[src/rtl/seg_display_engine.sv]
// Time-multiplexed N-digit seven-segment engine: prescaler, scan counter, hex decode,
// per-digit blank/dp, PWM brightness, and a double-buffered frame swapped at scan wrap.
module seg_display_engine #(
   parameter int NUM_DIGITS = 4,
   parameter int DIVIDE_BY  = 17,
   parameter int BRIGHT_W   = 2,
   parameter int ACTIVE_LOW = 1
) (
   input  logic                    clk,
   input  logic                    reset,
   input  logic [4*NUM_DIGITS-1:0] digits_in,
   input  logic [NUM_DIGITS-1:0]   blank_in,
   input  logic [NUM_DIGITS-1:0]   dp_in,
   input  logic                    load_valid,
   output logic                    load_ready,
   input  logic [BRIGHT_W-1:0]     brightness,
   output logic [NUM_DIGITS-1:0]   an,
   output logic [6:0]              seg,
   output logic                    dp,
   output logic                    frame_done
);
   localparam int IDX_W = $clog2(NUM_DIGITS);
   localparam logic [IDX_W-1:0] LAST_IDX = IDX_W'(NUM_DIGITS - 1);
   localparam logic OFF = (ACTIVE_LOW != 0);

   logic [DIVIDE_BY-1:0]    presc;
   logic [IDX_W-1:0]        idx;
   logic                    pending, pending_nxt;
   logic [4*NUM_DIGITS-1:0] sh_digits, act_digits;
   logic [NUM_DIGITS-1:0]   sh_blank, act_blank;
   logic [NUM_DIGITS-1:0]   sh_dp, act_dp;

   logic                    tick, wrap, xfer, lit, show;
   logic [BRIGHT_W-1:0]     top;
   logic [NUM_DIGITS-1:0]   sel;
   logic [3:0]              cur_nib;
   logic                    cur_blank, cur_dp;
   logic [NUM_DIGITS-1:0]   an_l;
   logic [6:0]              seg_l;
   logic                    dp_l;

   // Active-low patterns, bit 6 = g ... bit 0 = a
   function automatic logic [6:0] hex_seg(input logic [3:0] h);
      logic [6:0] s;
      s = 7'h7F;
      case (h)
         4'h0: s = 7'b1000000;
         4'h1: s = 7'b1111001;
         4'h2: s = 7'b0100100;
         4'h3: s = 7'b0110000;
         4'h4: s = 7'b0011001;
         4'h5: s = 7'b0010010;
         4'h6: s = 7'b0000010;
         4'h7: s = 7'b1111000;
         4'h8: s = 7'b0000000;
         4'h9: s = 7'b0010000;
         4'hA: s = 7'b0001000;
         4'hB: s = 7'b0000011;
         4'hC: s = 7'b1000110;
         4'hD: s = 7'b0100001;
         4'hE: s = 7'b0000110;
         4'hF: s = 7'b0001110;
      endcase
      return s;
   endfunction

   always_comb begin
      tick = &presc;
      wrap = tick && (idx == LAST_IDX);
      xfer = load_valid && load_ready;
      // A transfer can only happen while nothing is pending, so it never collides with a swap
      pending_nxt = xfer ? 1'b1 : (wrap ? 1'b0 : pending);

      top = presc[DIVIDE_BY-1 -: BRIGHT_W];
      lit = (top < brightness) || (&brightness);

      sel       = '0;
      cur_nib   = '0;
      cur_blank = 1'b1;
      cur_dp    = 1'b0;
      for (int unsigned i = 0; i < NUM_DIGITS; i++) begin
         if (idx == IDX_W'(i)) begin
            sel[i]    = 1'b1;
            cur_nib   = act_digits[4*i +: 4];
            cur_blank = act_blank[i];
            cur_dp    = act_dp[i];
         end
      end

      show  = lit && !cur_blank;
      an_l  = ~(sel & {NUM_DIGITS{show}});
      seg_l = show ? hex_seg(cur_nib) : 7'h7F;
      dp_l  = ~(show && cur_dp);
   end

   always_ff @(posedge clk) begin
      if (!reset) begin
         presc      <= '0;
         idx        <= '0;
         pending    <= 1'b0;
         load_ready <= 1'b0;
         act_digits <= '0;
         act_blank  <= '1;
         act_dp     <= '0;
         frame_done <= 1'b0;
         an         <= {NUM_DIGITS{OFF}};
         seg        <= {7{OFF}};
         dp         <= OFF;
      end else begin
         presc <= presc + 1'b1;
         if (tick) begin
            idx <= (idx == LAST_IDX) ? '0 : idx + 1'b1;
         end
         pending    <= pending_nxt;
         load_ready <= ~pending_nxt;
         frame_done <= wrap;
         if (wrap && pending) begin
            act_digits <= sh_digits;
            act_blank  <= sh_blank;
            act_dp     <= sh_dp;
         end
         an  <= OFF ? an_l  : ~an_l;
         seg <= OFF ? seg_l : ~seg_l;
         dp  <= OFF ? dp_l  : ~dp_l;
      end
   end

   // Shadow contents are meaningless unless pending is set, so they need no reset
   always_ff @(posedge clk) begin
      if (xfer) begin
         sh_digits <= digits_in;
         sh_blank  <= blank_in;
         sh_dp     <= dp_in;
      end
   end
endmodule

[config.mk]
export PLATFORM = sky130hd
export DESIGN_NAME = seg_display_engine
export DESIGN_NICKNAME = d
export VERILOG_FILES = /design/src/rtl/seg_display_engine.sv
export SDC_FILE = /design/constraint.sdc
export NUM_CORES = 1
export LEC_CHECK = 0
export CAP_MARGIN = 10
export CORE_ASPECT_RATIO = 1.2
export CORE_MARGIN = 2
export CORE_UTILIZATION = 40
export DETAILED_ROUTE_END_ITERATION = 7
export PLACE_DENSITY = 0.58
export SLEW_MARGIN = 40
export SYNTH_ARGS = -nofsm -noshare
export SYNTH_HDL_FRONTEND = slang
export SYNTH_SLANG_ARGS = --single-unit
[constraint.sdc]
create_clock -name clk -period 2.8 [get_ports clk]
set_clock_uncertainty 0.2 [all_clocks]
set_input_delay 0.7 -clock clk [delete_from_list [all_inputs] [get_ports clk]]
set_output_delay 0.7 -clock clk [all_outputs]
set_load 0.05 [all_outputs]
# == Word level (Yosys, flattened, before mapping) ==
# Memories as Yosys holds them, arrays and structs flattened. A register that Yosys moved wholly into a read port is not among the register bits.
# Cells that the tools add are included.
# totals
register_bits,75
rom_bits,112
input_bits,29
output_inout_bits,14
wordCells,55
memories,1
# classes
n_addsub,2
n_lt_le_gt_ge,1
eq_ne,3
n_mux,19
bitwise,4
n_reduce_logical,12
# memory_table
name,words,width,read_ports,rd_ports_with_merged_regs,write_ports,line_no,source
(name not given),16,7,1,1,0,46,case (h)
# ops
operator,n
"adder 17 x 1 -> 17 bit, second input constant",1
AND reduction 17 bit,1
two-way mux 4 bit,4
two-way mux 1 bit,14
logical AND 1 bit,5
AND 4 bit,1
"== test 2 bit, second input constant",2
NOT 4 bit,1
AND reduction 2 bit,2
"adder 2 x 1 -> 2 bit, second input constant",1
"== test 2 x 1 -> 1 bit, second input constant",1
logical NOT 1 bit,2
logical NOT 2 bit,1
< comparator 2 bit,1
two-way mux 2 bit,1
NOT 1 bit,2
logical OR 1 bit,1

# == Longest topological paths before layout ==
# depth
ltp_word,9
ltp_mapped,12
depth_no_buf,11

# == Worst setup path before layout ==
# OpenSTA, ideal clock, no wires.
# synth_path
path_kind,register -> register
startpoint,reg presc[2]
endpoint,reg act_digits[0]
setup_ns,0.076
arrival_ns,2.181
t_required_ns,2.524
setup_slack_ns,0.344
stages_incl_launch_ff,11
path_buffers,2
period_less_slack_ns,2.456
cell_sequence,dfxtp_1 and3_1 and4_1 and3_1 and3_1 ha_1 and3_1 clkbuf_1 clkbuf_1 nand2_1 a21boi_0
# synth_via
elab_chain_len,3
# synth_rtl
element,line_no,source
from (decl),26,logic [DIVIDE_BY-1:0] presc;
from (signal assigned),110,presc <= presc + 1'b1;
AND reduction 17 bit,68,tick = &presc;
named net tick,33,"logic tick, wrap, xfer, lit, show;"
logical AND 1 bit,69,wrap = tick && (idx == LAST_IDX);
logical AND 1 bit,117,if (wrap && pending) begin
to (signal assigned),118,act_digits <= sh_digits;
to (decl),29,"logic [4*NUM_DIGITS-1:0] sh_digits, act_digits;"
# The timed path passes the listed nets, and every way through them passes these cells.
# A chain may end at the register's enable or synchronous reset.

# == Worst setup path after layout ==
# layout_path
startpoint,reg presc[2]
endpoint,reg act_digits[15]
# The elaborated chain is that of the path after synthesis.

==> metrics <==
outcome=finished clean; reg2reg setup slack=0.31 ns; crit path cell chain=and3_1, and4_1, and3_1, and3_1, ha_1, and3_1, buf_12, nand2_1, a21boi_0; CP Launch Type=flop; post-synthesis sequential area ratio=55.91%; global route overflow=0; setup total negative slack=0 ns; CTS buffer count=9; Vias=2,281; post-DR wirelength/cell=11.88 um; critical path class=reg2reg; Skew-Pair Late Insertion Delay=0.35 ns; GR Util All Layers=14.11%; Area growth syn-to-layout=23.61%; CTS tree=yes; final hold violation count=0; synthesized cell area=0.003366 sq mm; root buf cell=clkbuf_8; most common cell in the netlist=nand2_1; hpwl dp=4020 um; die extent in y=104.5 um; Slew headroom=66.96%; Routed Antenna Nets=0; Post-Synthesis Net Count=367; Max H-tree Level=3; PD cells=544.2 mW/mm^2; met2 wire length=2755 um; fraction of layout cells with a size suffix above 1=8.777%; DR vias/cell=4.655; Sw Ratio=20.70%; HP Class=reg2reg; DRC viols=0; pin count of the biggest net entering global routing=47; CTS Hold Bufs=0; clk sinks=82; Pleak=1.498 nW; core area=0.008153 sq mm; Logic pwr share=3.6%; Overall Power=0.002264 W; CP endpoint kind=flop; Reg clk slew, reported paths=0.08 ns; Synth Register Bits=82; met3 routed wirelength=193 um; top sig layer=met4; Yosys Warn Count=0; final period utilization=88.99%; Final #Nets=413; die area=0.009167 sq mm; Req. time, crit path=2.88 ns; Post-synth EDFFs=24; number of port buffers=42; Hold Slack=0.2610 ns; final core occ=51.03%; Yosys top cell by area=dfxtp_1; drt total wl=5822 um; final setup fails=0; RSZ-0062 raised after global routing=no; n_diodes=0; Most used DFF post-synth=dfxtp_1; CP Data Arrival Time=2.57 ns; antenna violations before repair=0; setup slack at placement=0.2695 ns; sw power=0.0004688 W; Clock power frac=41.0%; VDD IR-drop max=0.4026 mV; post-CTS resize count=0; max_cap viols=0; Slowest cell on crit path=dfxtp_1; post-CTS setup buffer count=0; Mean Syn Cell Area=10.36 sq um; Synth top cells by count=nand2_1, dfxtp_1, edfxtp_1; Cell Int Power=0.001795 W; top cell type's share of synthesized area=34.50%; Sequential Power Share=55.3%; Critical Path Max Stage Delay=0.40 ns; Worst Path Max Fanout=24; wire length on met1=2766 um; drt pass-1 iters=4; vias in the first global route=2,223; Die W=87.74 um; ys async rst share=0%; distinct cell type count of the synthesized netlist=40; most frequent CP cell=and3_1; GPL Wtd Cong=0.7528; Clock Tree Buf Depth=2; Starting Density=41.28%; I/O Pins=43; initial DRC count=78; main area contributors after synthesis=dfxtp_1, edfxtp_1, nand2_1; synthesized netlist cell count=325; measured slew at the worst slew-check pin=0.4941 ns; setup slack after layout=0.3082 ns; first-pass GRT wire length=10,050 um; crit path time final=2.492 ns; row count=36; Max Slew Vio Count=0; Max Fclk=0.4013 GHz
## registers in the layout, indices dropped and copies added (netlist names)
name / cells
act_blank: 4
pending: 1
frame_done: 1
sh_dp: 4
act_digits: 16
idx: 2
an: 4
act_dp: 4
dp: 1
seg: 7
sh_blank: 4
presc: 17
sh_digits: 16
load_ready: 1
## cells in the final DEF, fill, tap and decap left out, drive strengths merged, types with 9 or more instances in the layout
| cell type | instances |
|---|---|
| ha | 13 |
| clkdlybuf4s50 | 42 |
| and2 | 19 |
| nand2 | 72 |
| dfxtp | 58 |
| buf | 10 |
| xnor2 | 11 |
| nand3 | 14 |
| a21boi | 20 |
| edfxtp | 24 |
| inv | 9 |
| clkbuf | 9 |
## power by group through the flow
stage | Combinational (W) | Sequential (W) | Clock [W]
global placement | 0.0000822 | 0.00128 | 0
finish | 0.0000823 | 0.00125 | 0.000929
floorplan | 0.0000259 | 0.00128 | 0
global route | 0.0000907 | 0.00126 | 0.00101
CTS | 0.0000843 | 0.00125 | 0.000950
detailed placement | 0.0000840 | 0.00128 | 0
## worst max-delay path: cells and delay by family (launching register included)
family          cells  cell delay (ns)
simple gates        6             1.19
fa+ha+maj           1             0.31
buf+inv             1             0.17
flops               1             0.40
compound gates      1             0.14
## through the flow
step | instance area, sq um | std cells
after floorplan | 3366 | 325
after global placement | 3943 | 474
after detailed placement | 3943 | 474
after CTS | 4160 | 490
after global routing | 4160 | 490
final | 4160 | 490
## final timing paths
path | from | to | cells after the start
max | presc[2] | act_digits[15] | 9
min | act_digits[9] | act_digits[9] | 2
max reg2reg | presc[2] | act_digits[15] | 9
min reg2reg | act_digits[9] | act_digits[9] | 2
## cell type report
cell class | instances | area (sq um)
clock buffer | 9 | 123.9
clock inverter | 7 | 93.84
fill | 756 | 3993
inverter | 9 | 33.78
multi-input combinational | 217 | 1364
sequential | 82 | 1882
tap | 114 | 142.6
timing repair buffer | 52 | 520.5
## routing by layer
metal  vias up  GRT usage [%]
met5         -              0
met4         0          5.604
met3         8          3.810
met2        34          22.35
met1      1054          18.06
li1       1185              -
## cells by family (layout without fill, tap and decap cells)
group           after synthesis  in the layout  share of synthesized area, %
flops                        82             82                         55.91
xor+xnor                     14             14                         3.643
compound gates               43             43                         9.330
fa+ha+maj                    13             13                         4.833
simple gates                141            141                         20.93
mux                           6              6                         1.784
buf+inv                      26             77                         3.569
Power figures use the tool's default switching activity.
